## src/rtl/bus_arbiter.sv

```systemverilog
// -----------------------------------------------------------------------------
// bus_arbiter
//   Shares the core's single memory/peripheral bus port between two masters:
//   m0 is the load/store path, m1 is instruction fetch.  One transaction is
//   granted at a time and the arbiter waits for its response before granting
//   again.  A fetch response made stale by a jump is swallowed.  Fetch is
//   promoted over load/store after it has been blocked STARVE_MAX cycles.
//
//   state | meaning
//   ------+-------------------------------------------
//   IDLE  | no transaction outstanding, grant is live
//   WAIT0 | m0 transaction accepted, awaiting response
//   WAIT1 | m1 transaction accepted, awaiting response
//
// Ports
//   clk, rst             core clock, synchronous active-high reset
//   m0_*                 load/store master (request/response)
//   m1_*                 fetch master (read-only request/response)
//   s_*                  shared slave port
//   jump_flag_i          flush from ctrl; kills any in-flight fetch
//   hold_flag_o          to ctrl: fetch is valid but blocked
// -----------------------------------------------------------------------------
module bus_arbiter #(
  parameter int ADDR_W     = 32,
  parameter int DATA_W     = 32,
  parameter int STARVE_MAX = 4
) (
  input  logic                clk,
  input  logic                rst,

  input  logic                m0_req_valid_i,
  output logic                m0_req_ready_o,
  input  logic [ADDR_W-1:0]   m0_addr_i,
  input  logic                m0_we_i,
  input  logic [DATA_W-1:0]   m0_wdata_i,
  input  logic [DATA_W/8-1:0] m0_wmask_i,
  output logic                m0_rsp_valid_o,
  output logic [DATA_W-1:0]   m0_rdata_o,

  input  logic                m1_req_valid_i,
  output logic                m1_req_ready_o,
  input  logic [ADDR_W-1:0]   m1_addr_i,
  output logic                m1_rsp_valid_o,
  output logic [DATA_W-1:0]   m1_rdata_o,

  output logic                s_req_valid_o,
  input  logic                s_req_ready_i,
  output logic [ADDR_W-1:0]   s_addr_o,
  output logic                s_we_o,
  output logic [DATA_W-1:0]   s_wdata_o,
  output logic [DATA_W/8-1:0] s_wmask_o,
  input  logic                s_rsp_valid_i,
  input  logic [DATA_W-1:0]   s_rdata_i,

  input  logic                jump_flag_i,
  output logic                hold_flag_o
);

  typedef enum logic [1:0] {
    ST_IDLE  = 2'd0,
    ST_WAIT0 = 2'd1,
    ST_WAIT1 = 2'd2
  } state_e;

  localparam logic [2:0] STARVE_LIM = 3'(STARVE_MAX);

  state_e     state_q, state_d;
  logic [2:0] starve_cnt_q, starve_cnt_d;
  logic       drop_q, drop_d;

  logic grant_m0;
  logic grant_m1;
  logic accept;
  logic in_wait0;
  logic in_wait1;
  logic m1_blocked;

  // ---------------------------------------------------------------------------
  // Grant selection.  Only live in IDLE; all outputs are forced low while rst
  // is high, so the grant is suppressed there as well.
  // ---------------------------------------------------------------------------
  always_comb begin
    grant_m0 = 1'b0;
    grant_m1 = 1'b0;
    if (!rst && (state_q == ST_IDLE)) begin
      if (m0_req_valid_i && m1_req_valid_i) begin
        // The counter saturates at the limit, so >= behaves as ==.
        if (starve_cnt_q >= STARVE_LIM) begin
          grant_m1 = 1'b1;
        end else begin
          grant_m0 = 1'b1;
        end
      end else if (m0_req_valid_i) begin
        grant_m0 = 1'b1;
      end else if (m1_req_valid_i) begin
        grant_m1 = 1'b1;
      end
    end
  end

  // ---------------------------------------------------------------------------
  // Request path
  // ---------------------------------------------------------------------------
  always_comb begin
    s_req_valid_o = 1'b0;
    s_addr_o      = '0;
    s_we_o        = 1'b0;
    s_wdata_o     = '0;
    s_wmask_o     = '0;
    if (grant_m0) begin
      s_req_valid_o = 1'b1;
      s_addr_o      = m0_addr_i;
      s_we_o        = m0_we_i;
      s_wdata_o     = m0_wdata_i;
      s_wmask_o     = m0_wmask_i;
    end else if (grant_m1) begin
      // Fetch is read-only; write fields stay zero.
      s_req_valid_o = 1'b1;
      s_addr_o      = m1_addr_i;
    end
  end

  assign m0_req_ready_o = grant_m0 & s_req_ready_i;
  assign m1_req_ready_o = grant_m1 & s_req_ready_i;
  assign accept         = s_req_valid_o & s_req_ready_i;

  // ---------------------------------------------------------------------------
  // Response path.  A fetch response is suppressed if a jump was seen while it
  // was outstanding, or if the jump coincides with the response itself.
  // ---------------------------------------------------------------------------
  assign in_wait0 = !rst && (state_q == ST_WAIT0);
  assign in_wait1 = !rst && (state_q == ST_WAIT1);

  assign m0_rsp_valid_o = in_wait0 & s_rsp_valid_i;
  assign m1_rsp_valid_o = in_wait1 & s_rsp_valid_i & ~drop_q & ~jump_flag_i;
  assign m0_rdata_o     = rst ? '0 : s_rdata_i;
  assign m1_rdata_o     = rst ? '0 : s_rdata_i;

  assign m1_blocked  = !rst && m1_req_valid_i && !m1_req_ready_o;
  assign hold_flag_o = m1_blocked;

  // ---------------------------------------------------------------------------
  // Next-state logic
  // ---------------------------------------------------------------------------
  always_comb begin
    state_d      = state_q;
    starve_cnt_d = starve_cnt_q;
    drop_d       = drop_q;

    unique case (state_q)
      ST_IDLE: begin
        if (accept) begin
          state_d = grant_m0 ? ST_WAIT0 : ST_WAIT1;
        end
      end
      ST_WAIT0: begin
        if (s_rsp_valid_i) begin
          state_d = ST_IDLE;
        end
      end
      ST_WAIT1: begin
        if (s_rsp_valid_i) begin
          state_d = ST_IDLE;
        end
      end
      default: state_d = ST_IDLE;
    endcase

    if (accept && grant_m1) begin
      starve_cnt_d = 3'd0;
    end else if (m1_blocked && (starve_cnt_q < STARVE_LIM)) begin
      starve_cnt_d = starve_cnt_q + 3'd1;
    end

    // The response closing WAIT1 also retires the drop, even when a jump
    // arrives in that very cycle (the response is masked combinationally).
    if ((state_q == ST_WAIT1) && s_rsp_valid_i) begin
      drop_d = 1'b0;
    end else if ((state_q == ST_WAIT1) && jump_flag_i) begin
      drop_d = 1'b1;
    end else if (accept && grant_m1 && jump_flag_i) begin
      drop_d = 1'b1;
    end
  end

  // ---------------------------------------------------------------------------
  // State registers
  // ---------------------------------------------------------------------------
  always_ff @(posedge clk) begin
    if (rst) begin
      state_q      <= ST_IDLE;
      starve_cnt_q <= 3'd0;
      drop_q       <= 1'b0;
    end else begin
      state_q      <= state_d;
      starve_cnt_q <= starve_cnt_d;
      drop_q       <= drop_d;
    end
  end

endmodule
```

## config.mk

```make
export PLATFORM = sky130hd
export DESIGN_NAME = bus_arbiter
export DESIGN_NICKNAME = d
export VERILOG_FILES = /design/src/rtl/bus_arbiter.sv
export SDC_FILE = /design/constraint.sdc
export NUM_CORES = 1
export LEC_CHECK = 0
export BUFFER_PORTS_ARGS = -buffer_cell sky130_fd_sc_hd__buf_2
export CORE_AREA = 2 2 109 111
export DETAILED_ROUTE_END_ITERATION = 7
export DIE_AREA = 0 0 111 113
export SYNTH_ARGS = -nofsm -noshare
export SYNTH_HDL_FRONTEND = slang
export SYNTH_SLANG_ARGS = --single-unit
export TNS_END_PERCENT = 10
```

## constraint.sdc

```tcl
create_clock -name clk -period 1.8 [get_ports clk]
set_input_delay 0.18 -clock clk [delete_from_list [all_inputs] [get_ports clk]]
set_output_delay 0.18 -clock clk [all_outputs]
set_load 0.03 [all_outputs]
```

==> impl_metrics.env <==
export IMPL_final_area_sq_mm=0.00340
export IMPL_max_freq_ghz=0.520
export IMPL_first_global_vias=2277
export IMPL_cts_inserted_buffers=3
export IMPL_multi_input_area_sq_mm=0.00102
export IMPL_path_cells="inv_2 -> ha_4 -> nand2b_4 -> a211oi_4 -> buf_6 -> buf_16 -> a22o_1 -> buf_4"
export IMPL_regArea_sq_um=123
export IMPL_cts_root_buf="clkbuf_16"
export IMPL_final_cell_mix="buf_2, buf_6, nor2b_1"
export IMPL_first_iter_violations=58
export IMPL_fin_total_pwr_mw=2.56
export IMPL_status="finished, violations left"
export IMPL_setup_viol=71
export IMPL_rows=39
export IMPL_synth_cell_area_sq_mm=0.00143
export IMPL_fin_ws_ns=-0.122
export IMPL_violations="negative setup slack"
export IMPL_wl_per_cell_um=13.8
export IMPL_cp_slowest_cell="dfxtp_2"
export IMPL_rsz0062_at_grt="yes"
export IMPL_cts_hold_buf=0
export IMPL_fin_skew_ns=0.000824
export IMPL_fin_nets=598
export IMPL_track_usage_pct=11.6
export IMPL_place_hpwl_um=6160
export IMPL_cts_num_sinks=6
export IMPL_clk_pin_slew_ns=0.03
export IMPL_fillers=1249
export IMPL_gr_total_overflow=0
export IMPL_cp_arrival_ns=1.74
export IMPL_drv_cap=0
export IMPL_grt_max_degree=27
export IMPL_crit_required_ns=1.62
export IMPL_grt_use_met1_pct=12.3
export IMPL_final_hold_viol_count=0
export IMPL_mostFrequentLayoutCell="buf_2"
export IMPL_ys_warn_count=0
export IMPL_ir_worst_vdd_v=0.000282
export IMPL_n_antenna_cell=0
export IMPL_hold_path_class="primary input to register"
export IMPL_met3_usage_pct=2.25
export IMPL_worst_path_max_fanout=26
export IMPL_critPathLaunchType="register"
export IMPL_io_pins=279
export IMPL_holdPathStages=3
export IMPL_post_route_drc_count=0
export IMPL_htree_levels=1
export IMPL_place_area_sq_mm=0.00278
export IMPL_core_sq_mm=0.0113
export IMPL_io_buffers=278
export IMPL_synthCells=194
export IMPL_end_kind="output pin"
export IMPL_grt_pass1_wl_um=11800
export IMPL_maxSlewHeadroom_pct=80.1
export IMPL_slew_violations=0
export IMPL_powerDensity_mw_per_mm2=752
export IMPL_clockBufferDepth=2
export IMPL_ys_types=25
export IMPL_timing_hold_ws_ns=0.278
export IMPL_num_vias=2369
export IMPL_synth_nets=338
export IMPL_worst_pin_slew_ns=0.295
export IMPL_critPathKind="register to output pin"
export IMPL_synth_seq_cells=6
export IMPL_antenna_found_initial=0
export IMPL_initial_utilization_pct=12.6
export IMPL_area_delta_synth_final_pct=139
export IMPL_die_x_um=111
export IMPL_cts_tree="yes"
export IMPL_min_period_over_period_pct=107
export IMPL_dr_pass1_iters=6
export IMPL_drive_gt1_share_pct=71.5
export IMPL_gr_usage_met2_pct=23.6
export IMPL_via_per_inst=3.98
export IMPL_dieArea_sq_mm=0.0125
export IMPL_drt_wl_total_um=8200
export IMPL_fp_dieH_um=113
export IMPL_clock_latency_ns=0.23
export IMPL_leakagePower_nw=1.97
export IMPL_seq_area_frac_synth_pct=8.43
export IMPL_syn_area_per_cell_sq_um=7.35
export IMPL_rr_worst_depth=9
export IMPL_antenna_left=0
export IMPL_grt_busiest_layer="met2"
export IMPL_slowest_delay_ns=0.31
export IMPL_gp_congestion=0.744
export IMPL_period_needed_ns=1.92
==> cell families after synthesis <==
| logic type | after synthesis | synth area share, % |
|---|---|---|
| buffers and inverters | 51 | 23.4 |
| AND/OR/NAND/NOR | 89 | 38.3 |
| XOR/XNOR | 1 | 0.615 |
| flip-flops | 6 | 8.43 |
| adder cells (fa/ha/maj) | 4 | 3.51 |
| AO/OA/AOI/OAI | 43 | 25.8 |
==> path summary, 6_finish.rpt <==
| check | slack [ns] | startpoint | end |
|---|---|---|---|
| worst max-delay path | -0.12 | state_q[1] | s_addr_o[5] |
| worst min-delay path | 0.28 | s_rsp_valid_i | drop_q |
| worst max register to register | 0.19 | state_q[1] | drop_q |
| worst min register to register | 0.49 | starve_cnt_q[1] | starve_cnt_q[1] |
==> critical path: cells and delay by family (launching register included) <==
family	cells	cell delay [ns]
buffers and inverters	4	0.54
AOI/OAI and AO/OA	2	0.43
adders and majority gates	1	0.15
and+or+nand+nor	1	0.07
DFF	1	0.31
==> per-layer routing <==
layer | vias to the layer above | part of all wire (%)
li1 | 1141 | -
met1 | 1032 | 34
met2 | 183 | 54
met3 | 13 | 9.1
met4 | 0 | 2.1
met5 | - | 0
==> cell type report <==
class / instances / area share [%]
flip-flops and latches: 6 / 3.61
repair buffers: 301 / 58.5
well taps: 143 / 5.26
inverters: 5 / 0.552
multi-input cells: 137 / 29.9
clock buffers: 3 / 2.21
==> stage by stage <==
stage               setup TNS (ns)  setup WS [ns]  cells  util [%]
finish                       -5.94         -0.122    595      30.2
global placement                 0         0.0321    580      24.7
floorplan                        0         0.0873    194         -
CTS                          -4.05         -0.119    594      29.2
global route                -12.20         -0.208    595      30.2
detailed placement               0         0.0133    580      24.7
==> what timing repair did <==
item | in CTS | in global routing
buffers inserted | 7 | 2
endpoints found under the hold margin | 0 | 0
gates cloned | 4 | 1
endpoints found under the setup margin | 71 | 71
pin swaps | 16 | 29
resized for setup | 98 | 37
==> power by group <==
group,internal [mW],total [mW],switching (mW)
Clock,0.284,0.353,0.0689
Sequential,0.162,0.176,0.0147
Combinational,0.906,2.03,1.12
==> flip-flops by register name, summed over array words and instances, names as in the netlist <==
register / flops
drop_q: 1
starve_cnt_q: 3
state_q: 2
==> cells in the mapped netlist <==
cell	n	area share (%)
a211o_1	1	0.61
a211oi_4	1	1.4
a21oi_1	3	1.1
a22o_1	32	20
a31o_2	1	0.61
and2_1	39	17
and3_1	2	0.88
and4_1	1	0.61
buf_2	4	1.4
buf_4	35	18
clkbuf_1	3	0.79
clkbuf_2	4	1.4
dfxtp_1	6	8.4
ha_1	4	3.5
inv_1	5	1.3
nand2_1	3	0.79
nand2b_1	2	0.88
nand2b_4	1	0.97
nor2_1	7	1.8
nor2b_1	33	14
nor3_2	1	0.70
o21ai_0	2	0.70
o311a_1	1	0.70
o31ai_1	2	1.1
xnor2_1	1	0.61
No activity file was read; power rests on OpenSTA's default activity.
